### config.mk
export PLATFORM = sky130hd
export DESIGN_NAME = destuffing
export DESIGN_NICKNAME = d
export VERILOG_FILES = /design/src/rtl/destuffing_pkg.sv /design/src/rtl/strobe_edge.sv /design/src/rtl/destuffing.sv
export SDC_FILE = /design/constraint.sdc
export NUM_CORES = 1
export LEC_CHECK = 0
export CAP_MARGIN = 40
export CORE_AREA = 4 4 41 43
export DETAILED_ROUTE_END_ITERATION = 10
export DIE_AREA = 0 0 45 47
export GPL_ROUTABILITY_DRIVEN = 0
export HOLD_SLACK_MARGIN = 0.15
export PLACE_DENSITY = 0.6
export SYNTH_ARGS = -nofsm -noshare
export SYNTH_HDL_FRONTEND = slang
export SYNTH_SLANG_ARGS = --single-unit
export TNS_END_PERCENT = 30
### constraint.sdc
create_clock -name clock -period 1.15 [get_ports clock]
set_clock_uncertainty 0.2 [all_clocks]
set_input_delay 0.23 -clock clock [delete_from_list [all_inputs] [get_ports clock]]
set_output_delay 0.23 -clock clock [all_outputs]
set_load 0.01 [all_outputs]
### src/rtl/destuffing_pkg.sv
// destuffing_pkg: MAC-wide bit constants and run length shared by stuffing and destuffing
package destuffing_pkg;
  localparam int CAN_RUNLEN = 5;
  localparam logic DOM = 1'b0;
  localparam logic REC = 1'b1;
endpackage

### src/rtl/strobe_edge.sv
// strobe_edge: single-clock eval pulse on the first high clock of a level strobe
module strobe_edge (
  input  logic clock,
  input  logic reset,
  input  logic activ,
  output logic eval
);
  logic edged;
  always_ff @(posedge clock)
    edged <= reset & activ;
  assign eval = activ & ~edged;
endmodule

### src/rtl/destuffing.sv
// destuffing: receive-side run-length tracker flagging stuff bits and stuff errors
module destuffing
  import destuffing_pkg::*;
#(
  parameter int RUNLEN = CAN_RUNLEN
) (
  input  logic clock,
  input  logic reset,
  input  logic bitin,
  input  logic activ,
  input  logic direct,
  output logic bitout,
  output logic stuff,
  output logic stferr
);
  localparam logic [2:0] RL = 3'(RUNLEN);
  logic [2:0] count;
  logic last;
  logic eval;
  strobe_edge u_edge (
    .clock(clock),
    .reset(reset),
    .activ(activ),
    .eval (eval)
  );
  // an empty run or a differing bit both start a new run; it is a stuff bit only after a full run
  always_ff @(posedge clock)
    if (!reset) begin
      count  <= '0;
      last   <= DOM;
      bitout <= REC;
      stuff  <= 1'b0;
      stferr <= 1'b0;
    end else if (eval) begin
      bitout <= bitin;
      stuff  <= 1'b0;
      stferr <= 1'b0;
      if (direct)
        count <= '0;
      else if (count == 3'd0 || bitin != last) begin
        last  <= bitin;
        count <= 3'd1;
        stuff <= count == RL;
      end else if (count == RL) begin
        stferr <= 1'b1;
        count  <= '0;
      end else
        count <= count + 3'd1;
    end
endmodule

==> flow_summary.toml <==
[run_status]
status = "finished, violations left"
violations = "setup timing"

[power]
p_per_area_nw_per_um2 = 1020
netSwitchingFraction = 0.249
peakVddDrop_uv = 461
power_switching_mw = 0.153
cell_internal_pwr_mw = 0.462
total_power_mw = 0.615
leakagePower_nw = 0.250
p_seq_frac = 0.484
pwr-share-clk = 0.356
combPwrFrac = 0.160

[setup_path]
crit_type = "flip-flop to flip-flop"
critPathTopFamily = "simple AND/OR/NAND/NOR gates"
cp_slowest_cell = "dfxtp_2"
end_kind = "flip-flop"
cp_num_buf_inv = 0
cp_max_fo = 6
crit_path_cell_trace = "and2b_2, a41o_1, and3_1"
required_ns = 1.10
cpPeakStageDelay_ns = 0.33
worst_ep_arrival_time_ns = 1.18
worstSetupStartpointType = "flip-flop"

[timing]
fin_crit_sh = 1.07
drv_slew = 0
period_needed_ns = 1.23
tightestPinTransition_ns = 0.298
timing.fmax_mhz = 814
hold_violations = 0
relSlewSlack = 0.801
finalSetupViolations = 4
fin_ws_ns = -0.0782
rsz0062_at_grt = "true"

[global_routing]
grt_overflow = 0
grt_pass1_wl_mm = 1.35
grt_start_max_net_pins = 9
grt_pass1_vias = 311
grt_usage = 0.0942
antenna_found_initial = 0

[cts]
cts_max_level = 1
cts_tree = "yes"
cts.clk_slew.worst_paths_ns = 0.06
worstSkewPairLatency_ns = 0.26
cts_buffers = 3
cts_hold_buf = 0
clockRootBuffer = "clkbuf_4"
clock_sinks = 8
clock_path_buffers = 2

[detailed_routing]
dr.pass1.iters = 1
post_drt_wl_per_cell_um = 11.7
vias = 356
drc = 0
drtAntennaViolNets = 0
met2WireLength_um = 440
wl_um = 865
met1Wirelength_um = 336
met3WireLength_um = 63
top_signal_layer_used = "met4"
drtIter0Drc = 0
viasPerCell = 4.81

[placed_design]
place_hpwl_um = 560
pre_cts_ws_ns = -0.493
io_buffer_count = 7
dp_cells = 71

[finish]
antenna_cells = 0
layout_common_cells = "buf_4 (9), nand2_1 (6), dfxtp_2 (5)"
fillCellCount = 136
area_delta_synth_final_pct = 65.4
stdcell_count = 74
layout-drive-gt1-share = 0.508
final_common_cell = "buf_4"
layout.nets = 66

[floorplan]
rows = 13
io_pins = 8
core_area_sq_um = 1300
die_area_sq_um = 2120
die_h_um = 47
die_w_um = 45
start_util = 0.281

[hold_path]
min_path_type = "input port to flip-flop"

[logic_synthesis]
yosys_register_bits = 8
syn_nets = 46
ys_types = 19
syn_area_sq_um = 365
syn_inst = 41
synth_warnings = 0
seq_area_frac_synth = 0.438
syn_area_per_cell_sq_um = 8.91

[flow_run]
cap_violations = 0
cell type report:
cell class / count / area [sq um] / share of cell area
Clock buffer: 3 / 22.5 / 0.0373
Inverter: 1 / 3.75 / 0.00621
Multi-Input combinational cell: 31 / 259 / 0.429
Sequential cell: 8 / 166 / 0.275
Tap cell: 15 / 18.8 / 0.0311
Timing Repair Buffer: 16 / 134 / 0.222
worst register-to-register path: cells and delay by family, from the launching register on:
family | cells | cell delay, ns
compound gates | 1 | 0.21
flops | 1 | 0.33
simple gates | 2 | 0.39
cells by family after synthesis:
family                 share of synthesized area
flip-flops                                 0.438
buffers and inverters                     0.0205
AND/OR/NAND/NOR                            0.291
XOR/XNOR                                  0.0480
AO/OA/AOI/OAI                              0.202
sequential cells by signal, summed over array words and instances (netlist names):
register / cells
bitout: 1
count: 3
last: 1
stferr: 1
stuff: 1
u_edge.edged: 1
path summary, 6_finish.rpt:
kind	cells past startpoint	to	startpoint	slack, ns
max reg2reg	3	count[1]	u_edge.edged	-0.08
min	4	last	direct	0.18
min reg2reg	2	stuff	stuff	0.27
max	3	count[1]	u_edge.edged	-0.08
cells in the mapped netlist:
master | count | share of area
dfxtp_1 | 8 | 0.44
nand2_1 | 6 | 0.062
a21boi_0 | 5 | 0.10
nor3b_1 | 4 | 0.082
nand4_1 | 3 | 0.051
o21ai_0 | 2 | 0.027
a22oi_1 | 1 | 0.021
a41o_1 | 1 | 0.027
and2_1 | 1 | 0.017
and2b_1 | 1 | 0.021
and3_1 | 1 | 0.017
clkbuf_1 | 1 | 0.010
inv_1 | 1 | 0.010
nand2b_1 | 1 | 0.017
nand3_1 | 1 | 0.014
nor2_1 | 1 | 0.010
o311ai_0 | 1 | 0.024
xnor2_1 | 1 | 0.024
xor2_1 | 1 | 0.024
layer usage:
metal | vias up | GRT usage
met5 | - | 0
met4 | 0 | 0.0526
met3 | 5 | 0.0575
met2 | 9 | 0.150
met1 | 157 | 0.0961
li1 | 185 | -
power by group through the flow:
| stage | logic, mW | registers, mW | clock network [mW] |
|---|---|---|---|
| 2_1_floorplan | 0.0328 | 0.297 | 0 |
| 4_1_cts | 0.0816 | 0.294 | 0.230 |
| 6_report | 0.0984 | 0.298 | 0.219 |
| 3_5_place_dp | 0.0867 | 0.300 | 0 |
| 3_3_place_gp | 0.0863 | 0.300 | 0 |
| 5_1_grt | 0.107 | 0.299 | 0.250 |
stage by stage:
step           utilization  instance area [sq um]  hold WS, ns  TNS, ns
3_3_place_gp         0.400                    520        0.256    -3.76
2_1_floorplan            -                    368        0.102  -0.0549
4_1_cts              0.413                    538        0.156   -0.346
5_1_grt              0.464                    604        0.193   -0.491
3_5_place_dp         0.400                    520        0.259    -3.67
6_report             0.464                    604        0.177   -0.167
repair_timing:
action	4_1_cts	5_1_grt
setup buffers	1	0
pin swaps	2	1
gates resized for setup	18	22
setup endpoints to repair	10	10
gates cloned	0	0
Power figures use the tool's default switching activity.
